File: src/rtl/mul_share_sched_if.sv
// Requester-side bundle for the shared multiplier scheduler.
// Carries the operand handshake, the result steering and the flush controls.
interface mul_share_sched_if #(
  parameter int NREQ  = 4,
  parameter int WIDTH = 16
);
  logic [NREQ-1:0]       req_valid;
  logic [NREQ*WIDTH-1:0] req_a;
  logic [NREQ*WIDTH-1:0] req_b;
  logic [NREQ-1:0]       req_ready;
  logic [NREQ-1:0]       rsp_valid;
  logic [2*WIDTH-1:0]    rsp_data;
  logic                  flush;
  logic                  flush_done;
  logic                  busy;

  modport master (
    output req_valid, req_a, req_b, flush,
    input  req_ready, rsp_valid, rsp_data,
    input  flush_done, busy
  );

  modport slave (
    input  req_valid, req_a, req_b, flush,
    output req_ready, rsp_valid, rsp_data,
    output flush_done, busy
  );
endinterface

File: src/rtl/mul_share_sched.sv
// Round-robin arbiter sharing one pipelined unsigned multiplier.
// Products return one-hot tagged after MUL_LAT cycles; flush drains the pipe.
module mul_share_sched #(
  parameter int NREQ    = 4,
  parameter int WIDTH   = 16,
  parameter int MUL_LAT = 3
) (
  input logic clk,
  input logic reset,
  mul_share_sched_if.slave bus
);
  localparam int IW = $clog2(NREQ);
  localparam int PW = 2 * WIDTH;

  typedef enum logic [1:0] {
    RUN,
    DRAIN,
    DONE
  } state_t;

  state_t r_state;
  state_t w_state_nx;

  logic [IW-1:0]      r_rr;
  logic [IW-1:0]      w_idx;
  logic               w_hit;
  logic [NREQ-1:0]    w_gnt;
  logic [MUL_LAT-1:0] r_v;
  logic [IW-1:0]      r_tag [MUL_LAT];
  logic [PW-1:0]      r_p   [MUL_LAT];
  logic [WIDTH-1:0]   w_a;
  logic [WIDTH-1:0]   w_b;
  logic [PW-1:0]      w_prod;
  logic [NREQ-1:0]    w_rsp;
  logic               w_busy;

  // Circular search from r_rr; the first valid requester wins.
  always_comb begin
    int j;
    j     = 0;
    w_gnt = '0;
    w_idx = '0;
    w_hit = 1'b0;
    if (r_state == RUN && !bus.flush) begin
      for (int k = 0; k < NREQ; k++) begin
        j = (int'(r_rr) + k) % NREQ;
        if (!w_hit && bus.req_valid[j]) begin
          w_hit = 1'b1;
          w_idx = IW'(j);
        end
      end
    end
    if (w_hit) w_gnt[w_idx] = 1'b1;
  end

  assign w_a    = bus.req_a[w_idx*WIDTH +: WIDTH];
  assign w_b    = bus.req_b[w_idx*WIDTH +: WIDTH];
  assign w_prod = PW'(w_a) * PW'(w_b);
  assign w_busy = |r_v;

  always_ff @(posedge clk) begin
    if (!reset) begin
      r_state <= RUN;
      r_rr    <= '0;
      r_v     <= '0;
      for (int s = 0; s < MUL_LAT; s++) begin
        r_tag[s] <= '0;
        r_p[s]   <= '0;
      end
    end else begin
      r_state <= w_state_nx;
      if (w_hit) begin
        r_rr <= (w_idx == IW'(NREQ - 1)) ? '0 : w_idx + 1'b1;
      end
      r_v[0] <= w_hit;
      if (w_hit) begin
        r_tag[0] <= w_idx;
        r_p[0]   <= w_prod;
      end
      // Payload only moves with a valid, so the last stage holds the last product.
      for (int s = 1; s < MUL_LAT; s++) begin
        r_v[s] <= r_v[s-1];
        if (r_v[s-1]) begin
          r_tag[s] <= r_tag[s-1];
          r_p[s]   <= r_p[s-1];
        end
      end
    end
  end

  always_comb begin
    w_state_nx = r_state;
    unique case (r_state)
      RUN:     if (bus.flush) w_state_nx = DRAIN;
      DRAIN:   if (!w_busy) w_state_nx = DONE;
      DONE:    if (!bus.flush) w_state_nx = RUN;
      default: w_state_nx = RUN;
    endcase
  end

  always_comb begin
    w_rsp = '0;
    if (r_v[MUL_LAT-1]) w_rsp[r_tag[MUL_LAT-1]] = 1'b1;
  end

  assign bus.req_ready  = w_gnt;
  assign bus.rsp_valid  = w_rsp;
  assign bus.rsp_data   = r_p[MUL_LAT-1];
  assign bus.busy       = w_busy;
  assign bus.flush_done = (r_state == DONE);
endmodule

File: src/flat_wrapper.sv
// flat-port wrapper written by rule: the top's interface ports become plain ports
module mul_share_sched_flat 
#(
  parameter int NREQ    = 4,
  parameter int WIDTH   = 16,
  parameter int MUL_LAT = 3
)
  (clk, reset, bus_req_valid, bus_req_a, bus_req_b, bus_flush, bus_req_ready, bus_rsp_valid, bus_rsp_data, bus_flush_done, bus_busy);
  mul_share_sched_if #(.NREQ(NREQ), .WIDTH(WIDTH)) bus_i ();
  input logic clk;
  input logic reset;
  input wire logic [$bits(bus_i.req_valid)-1:0] bus_req_valid;
  input wire logic [$bits(bus_i.req_a)-1:0] bus_req_a;
  input wire logic [$bits(bus_i.req_b)-1:0] bus_req_b;
  input wire logic [$bits(bus_i.flush)-1:0] bus_flush;
  output wire logic [$bits(bus_i.req_ready)-1:0] bus_req_ready;
  output wire logic [$bits(bus_i.rsp_valid)-1:0] bus_rsp_valid;
  output wire logic [$bits(bus_i.rsp_data)-1:0] bus_rsp_data;
  output wire logic [$bits(bus_i.flush_done)-1:0] bus_flush_done;
  output wire logic [$bits(bus_i.busy)-1:0] bus_busy;
  assign bus_i.req_valid = bus_req_valid;
  assign bus_i.req_a = bus_req_a;
  assign bus_i.req_b = bus_req_b;
  assign bus_i.flush = bus_flush;
  assign bus_req_ready = bus_i.req_ready;
  assign bus_rsp_valid = bus_i.rsp_valid;
  assign bus_rsp_data = bus_i.rsp_data;
  assign bus_flush_done = bus_i.flush_done;
  assign bus_busy = bus_i.busy;
  mul_share_sched #(.NREQ(NREQ), .WIDTH(WIDTH), .MUL_LAT(MUL_LAT)) u_core (.clk(clk), .reset(reset), .bus(bus_i));
endmodule
File: config.mk
export PLATFORM = sky130hd
export DESIGN_NAME = mul_share_sched_flat
export DESIGN_NICKNAME = d
export VERILOG_FILES = /design/src/rtl/mul_share_sched_if.sv /design/src/rtl/mul_share_sched.sv /design/src/flat_wrapper.sv
export SDC_FILE = /design/constraint.sdc
export NUM_CORES = 1
export LEC_CHECK = 0
export ABC_AREA = 0
export CELL_PAD_IN_SITES_DETAIL_PLACEMENT = 1
export CELL_PAD_IN_SITES_GLOBAL_PLACEMENT = 1
export CORE_ASPECT_RATIO = 1.2
export CORE_MARGIN = 2
export CORE_UTILIZATION = 45
export DETAILED_ROUTE_END_ITERATION = 8
export DONT_BUFFER_PORTS = 1
export GPL_TIMING_DRIVEN = 0
export HOLD_SLACK_MARGIN = 0.1
export PLACE_DENSITY = 0.83
export SLEW_MARGIN = 20
export SYNTH_ARGS = -nofsm -noshare
export SYNTH_HDL_FRONTEND = slang
export SYNTH_SLANG_ARGS = --single-unit
File: constraint.sdc
create_clock -name clk -period 10.2 [get_ports clk]
set_input_delay 1.02 -clock clk [delete_from_list [all_inputs] [get_ports clk]]
set_output_delay 1.02 -clock clk [all_outputs]
set_load 0.05 [all_outputs]
==> results of run 1 <==
==> final cells by class <==
cell class / count / area (sq um)
fillers: 3538 / 16100
multi-input cells: 1007 / 9580
flip-flops and latches: 109 / 3200
inverters: 249 / 935
plain buffers: 78 / 509
well taps: 401 / 502
clock buffers: 13 / 270
clock inverters: 3 / 42.5
repair buffers: 1 / 7.51
diodes: 3 / 7.51
==> cell usage in the layout (no fill, tap or decap), types with 6 or more instances in the layout <==
cell type	n
dfxtp_1	7
mux2i_2	9
buf_6	7
xnor2_1	8
nor2b_1	8
clkbuf_1	17
buf_4	39
mux2i_1	87
fa_1	194
buf_2	17
inv_1	248
nand2_1	147
nand2b_1	13
a21oi_1	33
o21a_1	6
ha_1	108
mux2_2	24
nand3_1	14
clkbuf_16	9
o21ai_0	21
nor2_1	130
and3_1	7
nor3_1	9
and2_1	99
xor2_1	8
edfxtp_1	102
a21o_1	14
==> critical path: stages <==
cell and delay, ns:
nor2_1 0.03, a2111oi_2 0.43, o311ai_2 0.44, inv_2 0.21, buf_4 0.26, mux2i_1 0.70
buf_2 0.40, nand2_1 0.12, fa_1 0.53, fa_1 0.49, fa_1 0.52, fa_1 0.55
inv_1 0.05, fa_1 0.48, inv_1 0.05, fa_1 0.47, inv_1 0.04, ha_1 0.26
clkbuf_1 0.30, nand4_1 0.13, o31ai_1 0.43, a21oi_1 0.26, o41ai_1 0.48, mux2i_1 0.16
==> per-stage QoR <==
stage,instances,area (sq um)
6_report,1864,15100
5_1_grt,1864,15100
4_1_cts,1861,15000
3_5_place_dp,1845,14700
3_3_place_gp,1844,14700
2_1_floorplan,1443,14200
==> routing by layer <==
metal / global-route usage [%] / vias to the layer above / wire [microns]
met5: 0 / - / 0
met4: 9.71 / 0 / 1570
met3: 2.39 / 78 / 1820
met2: 44.8 / 324 / 20600
met1: 28.8 / 5143 / 15400
li1: - / 4604 / -
==> path summary, 6_finish.rpt <==
path / depth (start not counted) / slack (ns) / to
worst max-delay path: 24 / 1.44 / u_core.r_p[0][30]
worst min-delay path: 1 / 0.52 / u_core.r_p[0][61]
worst max register to register: 23 / 1.69 / u_core.r_p[0][30]
worst min register to register: 1 / 0.52 / u_core.r_p[0][61]
==> state kept, by name, summed over array words and instances, names as in the netlist <==
| name | count |
|---|---|
| u_core.r_rr | 2 |
| u_core.r_p | 96 |
| u_core.r_tag | 6 |
| u_core.r_v | 3 |
| u_core.r_state | 2 |
==> cells by family (layout without fill, tap and decap cells) <==
group                      after synthesis  after routing  share of synthesized area [%]
AOI/OAI and AO/OA                      119            119                           5.55
xor gates and xnor gates                16             16                          0.986
adders and majority gates              302            302                           36.8
buffers and inverters                  327            344                           10.2
DFF                                    109            109                           22.5
muxes                                  123            123                           9.19
other                                    0              3                              0
and+or+nand+nor                        447            447                           14.7
==> flow_metrics.env, run 1 <==
export IMPL_grt_ovfl_total=0
export IMPL_ys_flop_type="edfxtp_1"
export IMPL_wl_per_cell_microns=21.1
export IMPL_grt_pass1_vias=11195
export IMPL_yosysSeqAreaShare_pct=22.5
export IMPL_outcome="finished clean"
export IMPL_place_ws_ns=1.14
export IMPL_rows=71
export IMPL_ctsRootBufferMaster="clkbuf_16"
export IMPL_cts_setup_buffers=0
export IMPL_utilization_pct=48.3
export IMPL_min_from="u_core.r_p[0][29]"
export IMPL_routabilityCongestion=0.962
export IMPL_drc_errors=0
export IMPL_cts_tree="yes"
export IMPL_tightest_slew_ns=1.10
export IMPL_yosysTopAreaCellShare_pct=27.3
export IMPL_chipHeight_microns=199
export IMPL_core_sq_um=31200
export IMPL_min_period_ns=8.76
export IMPL_worst_setup_path_end_kind="flip-flop"
export IMPL_startpoint="bus_req_valid[1]"
export IMPL_drt_iter0_drc=442
export IMPL_slew_viol_final=0
export IMPL_ios=177
export IMPL_timing_hold_ws_ns=0.517
export IMPL_cts_buffers=9
export IMPL_drtAntennaViolNets=0
export IMPL_grt_antenna_before_repair=3
export IMPL_rsz0062_at_grt="no"
export IMPL_hold_path_class="flip-flop to flip-flop"
export IMPL_path_clk_slew_ns=0.07
export IMPL_cap_violations=0
export IMPL_yosysMostFrequentCell="inv_1"
export IMPL_finalCritPeriodShare_pct=85.9
export IMPL_synthesis_instances=1443
export IMPL_track_usage_pct=24.1
export IMPL_r2r_start="u_core.r_rr[0]"
export IMPL_dr_pass1_iters=4
export IMPL_cts_repair_resized=0
export IMPL_syn_nets=1880
export IMPL_cp_max_fo=10
export IMPL_grt_max_degree=35
export IMPL_synth_cell_type_count=58
export IMPL_netlist_top_cells_count="inv_1, fa_1, nand2_1"
export IMPL_finalWorstSetupSlack_ns=1.44
export IMPL_start_util_pct=45.6
export IMPL_crit_arrival_ns=8.83
export IMPL_crit_required_ns=10.27
export IMPL_area_delta_synth_final_pct=5.99
export IMPL_chipWidth_microns=166
export IMPL_syn_area_per_cell_sq_um=9.85
export IMPL_cp_start_kind="input port"
export IMPL_grt_pass1_wl_mm=61.1
export IMPL_layout_nets=1892
export IMPL_skew_ns=0.00977
export IMPL_async_reset_ff_share_pct=0
export IMPL_path_class="input port to flip-flop"
export IMPL_setup_viol_count_final=0
export IMPL_vias=10149
export IMPL_synth_largest_area_cell="fa_1"
export IMPL_synth_edf_count=102
export IMPL_clk_path_buf_depth=2
export IMPL_yosys_top_cells_area="fa_1, edfxtp_1, ha_1"
export IMPL_wl_mm=39.4
export IMPL_timing_hold_violations_final=0
export IMPL_netlist_area_sq_um=14200
export IMPL_synth_seq_cells=109
export IMPL_die_area_sq_um=33000
export IMPL_cts_hold_buf=0
export IMPL_h_tree_depth=3
export IMPL_port_buffers=0
export IMPL_insertion_delay_ns=0.35
export IMPL_drive_gt1_share_pct=8.70
export IMPL_max_slew_margin_pct=24.5
export IMPL_cts_sinks=109
export IMPL_timing_fmax_ghz=0.114
export IMPL_via_per_inst=5.44
export IMPL_yosysWarningCount=0
export IMPL_dpl_hpwl_mm=33.2
export IMPL_setup_tns_ns=0
Power of run 1 is not shown: default switching activity piles up to over one toggle a cycle in this logic, so the estimate is an artifact.
==> run 2, diff against run 1 <==
- CAP_MARGIN: default -> 5
- SLEW_MARGIN: 20 -> default
==> run 2 against run 1 <==
  * Core utilization about the same
  * Final cell count unchanged
  * Critical path depth unchanged
  * Design area about the same
  * Global-route usage decreased by 0.071 points
  * Count of clock-buffer cells in the layout decreased by 2
  * Register-to-register slack about the same
  * Flip-flop and latch count unchanged
  * Sequential share of layout area about the same
  * Critical endpoint is now u_core.r_p[0][24]
  * Largest cell class unchanged
==> flow_metrics.env, run 2 (synthesis results as in run 1) <==
export IMPL_outcome="finished clean"
export IMPL_min_period_ns=8.76
export IMPL_hold_end="u_core.r_p[0][44]"
export IMPL_cts_tree="yes"
export IMPL_routed_wl_met3_mm=1.70
export IMPL_cts_repair_resized=0
export IMPL_topRoutingLayerUsed="met4"
export IMPL_hold_path_class="flip-flop to flip-flop"
export IMPL_routabilityCongestion=0.962
export IMPL_utilization_pct=48.3
export IMPL_r2r_end="u_core.r_p[0][24]"
export IMPL_worst_setup_path_end_kind="flip-flop"
export IMPL_dr_pass1_iters=5
export IMPL_ios=177
export IMPL_grt_pass1_wl_mm=60.9
export IMPL_grt_max_degree=35
export IMPL_regArea_sq_um=3200
export IMPL_rows=71
export IMPL_slowest_delay_ns=0.72
export IMPL_drtAntennaViolNets=0
export IMPL_grt_antenna_before_repair=3
export IMPL_critPathBufInv=7
export IMPL_cts_setup_buffers=0
export IMPL_dpl_hpwl_mm=33.5
export IMPL_max_slew_margin_pct=19.1
export IMPL_drive_gt1_share_pct=8.56
export IMPL_drt_iter0_drc=471
export IMPL_path_clk_slew_ns=0.07
export IMPL_layout_common_cells="inv_1, fa_1, nand2_1, nor2_1, ha_1"
export IMPL_crit_arrival_ns=8.84
export IMPL_holdPathStages=1
export IMPL_min_from="u_core.r_p[0][12]"
export IMPL_skew_ns=0.00650
export IMPL_area_delta_synth_final_pct=5.92
export IMPL_start_util_pct=45.6
export IMPL_rrSetupSlack_ns=1.70
export IMPL_track_usage_pct=24.0
export IMPL_cp_cell_sequence="nor2_1, a2111oi_2, o311ai_2, inv_2, buf_4, mux2i_1, buf_2, nand2_1, fa_1, fa_1, fa_1, fa_1, inv_1, fa_1, inv_1, fa_1, inv_1, ha_1, clkbuf_1, nand3_1, o21a_1, o31ai_1, a31oi_1, mux2i_1"
export IMPL_layout_nets=1892
export IMPL_setup_viol_count_final=0
export IMPL_cts_buffers=9
export IMPL_grt_ovfl_total=0
export IMPL_largest_reg_flops=96
export IMPL_cpMostUsedCell="fa_1"
export IMPL_drt_met1_wl_mm=15.4
export IMPL_rr_worst_depth=23
export IMPL_path_class="input port to flip-flop"
export IMPL_insertion_delay_ns=0.34
export IMPL_crit_family="adder cells"
export IMPL_finalCritPeriodShare_pct=85.9
export IMPL_chipHeight_microns=199
export IMPL_r2r_start="u_core.r_rr[0]"
export IMPL_layout_commonest_cell="inv_1"
export IMPL_ctsRootBufferMaster="clkbuf_16"
export IMPL_setup_tns_ns=0
export IMPL_cp_start_kind="input port"
export IMPL_die_area_sq_um=33000
export IMPL_h_tree_depth=3
export IMPL_clk_path_buf_depth=2
export IMPL_tightest_slew_ns=1.18
export IMPL_cp_max_fo=10
export IMPL_port_buffers=0
export IMPL_timing_hold_violations_final=0
export IMPL_wl_mm=39.3
export IMPL_rsz0062_at_grt="no"
export IMPL_nFillCells=3538
export IMPL_drc_errors=0
export IMPL_top_regs="u_core.r_p (96), u_core.r_tag (6), u_core.r_v (3)"
export IMPL_cap_violations=0
export IMPL_chipWidth_microns=166
export IMPL_multi_input_area_sq_um=9580
export IMPL_cts_hold_buf=0
export IMPL_wl_per_cell_microns=21.1
export IMPL_timing_fmax_ghz=0.114
export IMPL_wl_met2_mm=20.7
export IMPL_cts_sinks=109
export IMPL_vias=10130
export IMPL_place_ws_ns=1.12
export IMPL_cp_slowest_cell="mux2i_1"
export IMPL_via_per_inst=5.43
export IMPL_regMostFlops="u_core.r_p"
export IMPL_slew_viol_final=0
export IMPL_crit_required_ns=10.28
export IMPL_finalWorstSetupSlack_ns=1.44
export IMPL_core_sq_um=31200
export IMPL_grt_pass1_vias=11246
## run 2: layer usage
| metal | vias to the layer above | global-route usage [%] |
|---|---|---|
| met1 | 5147 | 28.4 |
| met4 | 0 | 9.93 |
| met2 | 300 | 45.0 |
| li1 | 4606 | - |
| met3 | 77 | 2.27 |
| met5 | - | 0 |
## run 2: cell type report
class,instances,share of cell area [%]
multi-input combinational,1007,63.6
timing repair buffer,1,0.0998
clock inverter,5,0.391
sequential,109,21.3
buffer,78,3.38
inverter,249,6.21
tap,401,3.33
clock buffer,11,1.61
antenna,3,0.0499
## run 2: per-stage QoR
| stage | hold slack (ns) | instance area [sq um] | cells |
|---|---|---|---|
| after detailed placement | 0.505 | 14700 | 1845 |
| final | 0.515 | 15100 | 1864 |
| after global routing | 0.531 | 15100 | 1864 |
| after global placement | 0.500 | 14700 | 1844 |
| after floorplan | 0.470 | 14200 | 1443 |
| after CTS | 0.519 | 15000 | 1861 |
## run 2: worst max path at each step
stage	slack [ns]	cells past startpoint	start	endpoint
after CTS	1.44	24	bus_req_valid[1]	u_core.r_p[0][24]
after global routing	1.12	25	bus_req_valid[1]	u_core.r_p[0][31]
after global placement	1.21	27	bus_req_valid[1]	u_core.r_p[0][31]
after detailed placement	1.12	24	bus_req_valid[1]	u_core.r_p[0][24]
after floorplan	2.65	27	bus_req_valid[1]	u_core.r_p[0][31]
final	1.44	24	bus_req_valid[1]	u_core.r_p[0][24]
Power of run 2 is left out for the same reason.
==> run 3, diff against run 2 <==
- CAP_MARGIN: 5 -> 25
- SKIP_CTS_REPAIR_TIMING: default -> 1
- clock period: 10.2 -> 8.1 ns (I/O delays scaled with it)
==> run 3 against run 2 <==
  * Routed wire length grew 1.5%
  * Register-to-register slack got worse by 1.4 ns
  * Sequential share of layout area shrank 0.37 points
  * Global-route usage up 0.093 points
  * Setup slack lost 1.2 ns
  * Clock skew hardly changed
  * Non-clock buffer count grew 13
  * Critical path type unchanged
  * Hold slack improved by 0.0042 ns
  * Count of clock-buffer cells in the layout stayed put
  * Flip-flop and latch count unchanged
  * Highest routed layer unchanged
==> flow_metrics.env, run 3 (synthesis results as in run 1) <==
export IMPL_timing_fmax_ghz=0.127
export IMPL_tightest_slew_ns=0.976
export IMPL_dr_pass1_iters=5
export IMPL_track_usage_pct=24.1
export IMPL_nFillCells=3512
export IMPL_grt_max_degree=24
export IMPL_start_util_pct=45.6
export IMPL_layout_common_cells="inv_1, fa_1, nand2_1, nor2_1, ha_1"
export IMPL_chipHeight_microns=199
export IMPL_layout_nets=1905
export IMPL_cpMostUsedCell="fa_1"
export IMPL_rr_worst_depth=29
export IMPL_wl_per_cell_microns=21.3
export IMPL_cp_max_fo=11
export IMPL_wl_mm=39.9
export IMPL_crit_required_ns=8.17
export IMPL_drtAntennaViolNets=0
export IMPL_slew_viol_final=0
export IMPL_port_buffers=0
export IMPL_min_period_ns=7.86
export IMPL_holdPathStages=1
export IMPL_area_delta_synth_final_pct=7.77
export IMPL_cts_buffers=9
export IMPL_grt_pass1_wl_mm=61.3
export IMPL_cts_tree="yes"
export IMPL_hold_end="u_core.r_p[0][91]"
export IMPL_top_regs="u_core.r_p (96), u_core.r_tag (6), u_core.r_v (3)"
export IMPL_drt_iter0_drc=656
export IMPL_multi_input_area_sq_um=9730
export IMPL_largest_reg_flops=96
export IMPL_grt_antenna_before_repair=3
export IMPL_worst_setup_path_end_kind="flip-flop"
export IMPL_crit_arrival_ns=7.92
export IMPL_drc_errors=0
export IMPL_fin_cells=1877
export IMPL_via_per_inst=5.46
export IMPL_place_ws_ns=-0.797
export IMPL_setup_viol_count_final=0
export IMPL_timing_hold_ws_ns=0.519
export IMPL_ctsRootBufferMaster="clkbuf_16"
export IMPL_layout_commonest_cell="inv_1"
export IMPL_path_clk_slew_ns=0.07
export IMPL_r2r_end="u_core.r_p[0][18]"
export IMPL_die_area_sq_um=33000
export IMPL_grt_pass1_vias=11270
export IMPL_placed_area_sq_um=14800
export IMPL_slowest_delay_ns=0.55
export IMPL_cp_start_kind="input port"
export IMPL_dp_cells=1849
export IMPL_chipWidth_microns=166
export IMPL_ios=177
export IMPL_core_sq_um=31200
export IMPL_drive_gt1_share_pct=9.91
export IMPL_routabilityCongestion=0.962
export IMPL_path_class="input port to flip-flop"
export IMPL_rrSetupSlack_ns=0.31
export IMPL_finalCritPeriodShare_pct=97.0
export IMPL_finalWorstSetupSlack_ns=0.245
export IMPL_clk_path_buf_depth=2
export IMPL_postLayoutCellArea_sq_um=15300
export IMPL_vias=10242
export IMPL_cp_slowest_cell="fa_1"
export IMPL_skew_ns=0.00698
export IMPL_regMostFlops="u_core.r_p"
export IMPL_grt_ovfl_total=0
export IMPL_cap_violations=0
export IMPL_min_from="u_core.r_p[0][59]"
export IMPL_r2r_start="u_core.r_rr[0]"
export IMPL_h_tree_depth=3
export IMPL_dpl_hpwl_mm=33.3
export IMPL_cts_sinks=109
export IMPL_rows=71
export IMPL_hold_path_class="flip-flop to flip-flop"
export IMPL_insertion_delay_ns=0.35
export IMPL_max_slew_margin_pct=33.1
export IMPL_timing_hold_violations_final=0
export IMPL_regArea_sq_um=3200
export IMPL_outcome="finished clean"
## run 3: cell types whose count changed in the layout (fill, tap and decap cells not counted), moves of 3 or more
cell,change
buf_4,+12
mux2i_4,+9
buf_2,-6
mux2i_1,-6
clkbuf_4,+5
mux2i_2,-3
## run 3: worst max path at each step
stage / endpoint / depth (start not counted) / startpoint
2_1_floorplan: u_core.r_p[0][31] / 27 / bus_req_valid[1]
3_3_place_gp: u_core.r_p[0][31] / 27 / bus_req_valid[1]
3_5_place_dp: u_core.r_p[0][31] / 27 / bus_req_valid[1]
4_1_cts: u_core.r_p[0][31] / 27 / bus_req_valid[1]
5_1_grt: u_core.r_p[0][31] / 28 / bus_req_valid[0]
6_report: u_core.r_p[0][18] / 29 / bus_req_valid[3]
## run 3: metal layers
metal	share of wire [%]	vias up	global-route usage [%]	wire length, microns
met5	0	-	0	0
met4	3.1	0	7.76	1230
met1	39	5227	28.7	15700
li1	-	4632	-	-
met2	54	325	46.3	21400
met3	4.1	58	1.87	1650
## run 3: through the flow
stage               utilization (%)  setup TNS (ns)
floorplan                         -               0
global placement               47.2           -7.69
detailed placement             47.4           -9.89
CTS                            48.3           -3.86
global route                   49.1         -0.0292
finish                         49.1               0
## run 3: critical path, delay by kind of cell
kind | cells | cell delay, ns
buffers and inverters | 8 | 1.19
adders and majority gates | 7 | 3.29
and+or+nand+nor | 4 | 0.72
muxes | 2 | 0.44
AOI/OAI and AO/OA | 8 | 1.43
## run 3: area by class of cell
| type | instances | area share, % |
|---|---|---|
| antenna | 3 | 0.0490 |
| buffer | 78 | 3.42 |
| clock buffer | 11 | 1.52 |
| clock inverter | 5 | 0.343 |
| inverter | 249 | 6.10 |
| multi-input combinational | 1007 | 63.5 |
| sequential | 109 | 20.9 |
| tap | 401 | 3.28 |
| timing repair buffer | 14 | 0.833 |
Power of run 3 is left out for the same reason.
